**src/rtl/bf16_to_int_converter.sv**
```systemverilog
// bfloat16 -> signed INT_W-bit integer converter; normalises with one shift per cycle.
// Define ROUND_NEAREST_EN for round-to-nearest-even instead of truncation toward zero.
module bf16_to_int_converter #(
  parameter int INT_W = 16
) (
  input  logic             clock,
  input  logic             reset,
  input  logic             start,
  input  logic [15:0]      a,
  output logic             ready,
  output logic             done,
  output logic [INT_W-1:0] result,
  output logic             overflow
);

  typedef enum logic [1:0] {IDLE, EXTRACT, SHIFT, SIGN} state_t;

  localparam logic [INT_W-1:0] POS_MAX = {1'b0, {(INT_W-1){1'b1}}};
  localparam logic [INT_W-1:0] NEG_MIN = {1'b1, {(INT_W-1){1'b0}}};
  localparam logic signed [9:0] K_TOP  = 10'(INT_W - 1);

  state_t           state_r;
  logic             sign_r;
  logic [7:0]       exp_r;
  logic [6:0]       man_r;
  logic [INT_W-1:0] mag_r;
  logic [4:0]       cnt_r;
  logic             shl_r;
  logic             special_r;
  logic             ovf_r;
`ifdef ROUND_NEAREST_EN
  logic             guard_r;
  logic             sticky_r;

  function automatic logic [INT_W-1:0] round_even(input logic [INT_W-1:0] mag,
                                                  input logic guard, input logic sticky);
    logic inc;
    inc = guard & (sticky | mag[0]);
    return mag + {{(INT_W-1){1'b0}}, inc};
  endfunction
`endif

  logic signed [9:0] k_s;
  logic              is_nan_s;
  logic              is_small_s;
  logic              is_sat_s;
  logic              is_min_s;
  logic              shl_s;
  logic [4:0]        n_s;
  logic [INT_W-1:0]  fin_s;

  // Classify the captured operand and derive shift direction/count for the normal class.
  always_comb begin
    k_s        = $signed({2'b00, exp_r}) - 10'sd127;
    is_nan_s   = (exp_r == 8'hFF) && (man_r != 7'd0);
    is_small_s = (exp_r < 8'd127);
    is_sat_s   = !is_nan_s && !is_small_s &&
                 ((k_s > K_TOP) || ((k_s == K_TOP) && (!sign_r || (man_r != 7'd0))));
    is_min_s   = !is_nan_s && !is_small_s && !is_sat_s && (k_s == K_TOP);
    if (k_s < 10'sd7) begin
      shl_s = 1'b0;
      n_s   = 5'(10'sd7 - k_s);
    end else begin
      shl_s = 1'b1;
      n_s   = 5'(k_s - 10'sd7);
    end
  end

  // Final unsigned magnitude before sign application.
  always_comb begin
`ifdef ROUND_NEAREST_EN
    if (special_r) begin
      fin_s = mag_r;
    end else begin
      fin_s = round_even(mag_r, guard_r, sticky_r);
    end
`else
    fin_s = mag_r;
`endif
  end

  // Control FSM with all outputs registered.
  always_ff @(posedge clock) begin
    if (reset) begin
      state_r   <= IDLE;
      sign_r    <= 1'b0;
      exp_r     <= 8'd0;
      man_r     <= 7'd0;
      mag_r     <= '0;
      cnt_r     <= 5'd0;
      shl_r     <= 1'b0;
      special_r <= 1'b0;
      ovf_r     <= 1'b0;
`ifdef ROUND_NEAREST_EN
      guard_r   <= 1'b0;
      sticky_r  <= 1'b0;
`endif
      ready     <= 1'b1;
      done      <= 1'b0;
      result    <= '0;
      overflow  <= 1'b0;
    end else begin
      done <= 1'b0;
      case (state_r)
        IDLE: begin
          if (start) begin
            sign_r  <= a[15];
            exp_r   <= a[14:7];
            man_r   <= a[6:0];
            ready   <= 1'b0;
            state_r <= EXTRACT;
          end else begin
            ready <= 1'b1;
          end
        end
        EXTRACT: begin
          cnt_r     <= 5'd0;
          shl_r     <= 1'b0;
          special_r <= 1'b1;
          ovf_r     <= 1'b0;
`ifdef ROUND_NEAREST_EN
          guard_r   <= 1'b0;
          sticky_r  <= 1'b0;
`endif
          state_r   <= SIGN;
          if (is_nan_s) begin
            mag_r <= '0;
            ovf_r <= 1'b1;
          end else if (is_small_s) begin
            mag_r <= '0;
          end else if (is_sat_s) begin
            mag_r <= sign_r ? NEG_MIN : POS_MAX;
            ovf_r <= 1'b1;
          end else if (is_min_s) begin
            mag_r <= NEG_MIN;
          end else begin
            mag_r     <= {{(INT_W-8){1'b0}}, 1'b1, man_r};
            special_r <= 1'b0;
            cnt_r     <= n_s;
            shl_r     <= shl_s;
            if (n_s != 5'd0) begin
              state_r <= SHIFT;
            end else begin
              state_r <= SIGN;
            end
          end
        end
        SHIFT: begin
          if (shl_r) begin
            mag_r <= mag_r << 1;
          end else begin
            mag_r <= mag_r >> 1;
`ifdef ROUND_NEAREST_EN
            guard_r  <= mag_r[0];
            sticky_r <= sticky_r | guard_r;
`endif
          end
          cnt_r <= cnt_r - 5'd1;
          if (cnt_r == 5'd1) begin
            state_r <= SIGN;
          end else begin
            state_r <= SHIFT;
          end
        end
        SIGN: begin
          result   <= (!special_r && sign_r) ? (~fin_s + {{(INT_W-1){1'b0}}, 1'b1}) : fin_s;
          overflow <= ovf_r;
          done     <= 1'b1;
          ready    <= 1'b1;
          state_r  <= IDLE;
        end
        default: begin
          state_r <= IDLE;
          ready   <= 1'b1;
        end
      endcase
    end
  end

endmodule

```
**config.mk**
```make
export PLATFORM = sky130hd
export DESIGN_NAME = bf16_to_int_converter
export DESIGN_NICKNAME = d
export VERILOG_FILES = /design/src/rtl/bf16_to_int_converter.sv
export SDC_FILE = /design/constraint.sdc
export NUM_CORES = 1
export LEC_CHECK = 0
export ABC_AREA = 1
export CORE_ASPECT_RATIO = 1.5
export CORE_MARGIN = 2
export CORE_UTILIZATION = 51
export DETAILED_ROUTE_END_ITERATION = 10
export GPL_TIMING_DRIVEN = 0
export MAX_ROUTING_LAYER = met4
export PLACE_DENSITY = 0.88
export SLEW_MARGIN = 20
export SYNTH_ARGS = -nofsm -noshare
export SYNTH_HDL_FRONTEND = slang
export SYNTH_SLANG_ARGS = --single-unit
```
**constraint.sdc**
```tcl
create_clock -name clock -period 2.1 [get_ports clock]
set_input_delay 0.42 -clock clock [delete_from_list [all_inputs] [get_ports clock]]
set_output_delay 0.42 -clock clock [all_outputs]
set_load 0.01 [all_outputs]
```
==> reports/qor.csv <==
metric,value,unit
status,"finished, violations left",
violated checks,setup timing,
Synth Area per Inst,7.06,µm²
critical path class,reg -> reg,
n_diodes,0,
Final period util,107,%
final net count,570,
Mapped Cells,479,
Pins Over Slew Limit,0,
vias in the first global route,3413,
CP Capture Type,flip-flop,
CP startpoint kind,flip-flop,
HP Class,reg -> reg,
Syn Nets,512,
Core ar.,0.00644,mm²
H-tree depth,3,
clk_skew,0.0108,ns
Root Driver,clkbuf_8,
CTS buffer count,9,
row count,36,
Cell variety after synth,36,
Final Cell Area,0.00432,mm²
initial antenna violation count,0,
routed wire length,9.80,mm
via count,3638,
CP peak stage delay,0.38,ns
Final HPWL DP,6.23,mm
Max-Slew Margin vs Limit,56.5,%
grt ovf,0,
largest net degree at the start of global routing,11,
"Warnings, synthesis",0,
Vias/cell,5.90,
first-pass GRT wire length,15.0,mm
Fin. Hold Viols,0,
GRT Util Overall,26.1,%
io pins,38,
Power Dens Cells,1320,mW/mm²
Port-buffer cells,37,
Peak supply drop,742,µV
final setup fails,11,
worst-skew pair later-pin latency,0.36,ns
gpl congestion,0.912,
CP max FO,6,
DIE HEIGHT,104,µm
CTS tree,built,
synthesized flop and latch total,61,
drt drc,0,
clk sink count,61,
die footprint,0.00731,mm²
f_max,445,MHz
Leak Pwr,0.00176,µW
Arrival @ worst endpoint,2.52,ns
Netlist Area Pre-Place,0.00338,mm²
Syn-to-layout area delta,27.8,%
hold buffer count at cts,0,
Max Cap Violations,0,
worst-margin pin slew,0.650,ns
# fillers,520,
CTS max path bufs,2,
fin util,67.1,%
share of cells above drive strength 1,14.6,%
initial DRC count,324,
WL/cell,15.9,µm
WP data required,2.37,ns
remaining antenna violation count,0,
Final min period,2.25,ns
sequential-to-total area share from yosys stat,36.1,%
Worst-path clk slew,0.07,ns
Worst path slowest cell,dfxtp_4,
Place WS,-0.307,ns
chip width,70.5,µm
Initial Utilization,52.5,%
RSZ-0062 raised after global routing,yes,
crit-path cells,ha_4 -> nand2_4 -> xor2_4 -> inv_2 -> ha_4 -> inv_2 -> nor2_2 -> nor2_1 -> nand3_1 -> nand2_2 -> nand2_4 -> buf_4 -> o211ai_4 -> nand3_1 -> a21oi_1,
DRT Pass-1 Iters,6,
Worst Slack Setup Final,-0.146,ns
placed inst area,0.00385,mm²
worst paths after layout:
path	from	end	slack, ns	depth (start not counted)
worst max-delay path	exp_r[1]	fin_s[6]	-0.15	15
worst min-delay path	man_r[2]	man_r[2]	0.48	2
worst max register to register	exp_r[1]	fin_s[6]	-0.15	15
worst min register to register	man_r[2]	man_r[2]	0.48	2
stage by stage:
step / setup TNS, ns / instances / hold WS (ns) / total power, µW
finish: -0.458 / 617 / 0.482 / 5690
global route: -3.50 / 617 / 0.517 / 6080
CTS: -0.0172 / 611 / 0.482 / 5380
detailed placement: -7.14 / 592 / 0.473 / 4200
global placement: -5.65 / 592 / 0.460 / 4100
floorplan: 0 / 479 / 0.449 / 3480
synthesized netlist by cell type:
library cell | n | area (µm²)
nand2_1 | 70 | 263
o21ai_0 | 67 | 335
dfxtp_1 | 61 | 1220
inv_1 | 58 | 218
a21oi_1 | 49 | 245
nor2_1 | 46 | 173
clkbuf_1 | 19 | 71.3
nand3_1 | 19 | 95.1
ha_1 | 14 | 175
a31oi_1 | 12 | 75.1
a221oi_1 | 7 | 61.3
nor2_2 | 6 | 37.5
nor3_1 | 6 | 30.0
xor2_1 | 6 | 52.6
xnor2_1 | 5 | 43.8
nand4_1 | 4 | 25.0
o221ai_1 | 4 | 35.0
nand2_2 | 3 | 18.8
o211ai_1 | 3 | 22.5
a22oi_1 | 2 | 15.0
clkinv_1 | 2 | 7.51
nand2_4 | 2 | 22.5
a41oi_1 | 1 | 8.76
and2_1 | 1 | 6.26
buf_2 | 1 | 5.00
buf_6 | 1 | 11.3
inv_2 | 1 | 3.75
nand3_2 | 1 | 10.0
nand3b_1 | 1 | 7.51
nand4_4 | 1 | 21.3
o211ai_4 | 1 | 21.3
o21a_1 | 1 | 7.51
o21ai_1 | 1 | 5.00
o22a_1 | 1 | 8.76
or2_1 | 1 | 6.26
xor2_2 | 1 | 16.3
cells in the final DEF (no fill, tap or decap), types with 2 or more instances in the layout:
cell,synthesis,final
o211ai_4,1,2
nand3_1,19,15
nand2_4,2,5
a21oi_2,0,5
clkinv_2,0,2
clkbuf_8,0,11
dfxtp_1,61,57
clkdlybuf4s50_1,0,37
a21oi_1,49,44
clkbuf_2,0,2
a31oi_1,12,11
xor2_1,6,6
nand2_2,3,5
o221ai_1,4,4
o211ai_1,3,3
buf_4,0,9
inv_2,1,5
a221oi_1,7,7
clkbuf_1,19,17
nand3_2,1,4
nor2_4,0,2
o21ai_0,67,66
nor3_1,6,5
ha_1,14,10
clkinv_1,2,2
inv_1,58,54
dfxtp_4,0,3
xnor2_1,5,5
nand4_1,4,4
a22oi_1,2,2
nor2_2,6,9
nor2_1,46,41
nand2_1,70,65
ha_4,0,4
critical path: cells and delay by family, from the launching register on:
kind / cells / cell delay [ns]
compound gates: 2 / 0.31
flops: 1 / 0.38
simple gates: 7 / 0.62
buf+inv: 3 / 0.30
fa+ha+maj: 2 / 0.33
xor+xnor: 1 / 0.20
layout make-up:
class / instances / area [µm²] / share of cell area [%]
multi-input cells: 337 / 2040 / 47.1
repair buffers: 46 / 438 / 10.1
clock buffers: 11 / 151 / 3.50
well taps: 76 / 95.1 / 2.20
plain buffers: 21 / 90.1 / 2.08
inverters: 61 / 229 / 5.30
clock inverters: 4 / 47.5 / 1.10
flip-flops and latches: 61 / 1230 / 28.5
routing by layer:
metal	track usage (%)	part of all wire, %	vias up
met5	-	0	-
met4	16.3	6.4	0
met3	4.96	6.5	56
met2	44.6	52	189
met1	26.9	36	1664
li1	-	-	1729
cells by family after synthesis:
family,share of synthesized area [%]
flops,36.1
compound gates,24.9
buf+inv,9.36
fa+ha+maj,5.18
simple gates,21.2
xor+xnor,3.33
state kept, by name, summed over array words and instances, names as in the netlist:
register	flops
fin_s	16
result	16
exp_r	8
man_r	7
cnt_r	5
state_r	2
done	1
overflow	1
ovf_r	1
ready	1
shl_r	1
sign_r	1
special_r	1
power breakdown:
part	total, µW	internal (µW)	switching, µW
clock	1090	602	489
combinational	2740	1050	1690
sequential	1860	1510	343
total	5690	3160	2530
repair_timing:
item                                    CTS  global route
pin swaps                                10            21
setup buffers                             4             5
endpoints found under the hold margin     0             0
gates cloned                              0             1
resized for setup                        21            32
endpoints found under the setup margin   25            34
(Power assumes the default switching activity.)
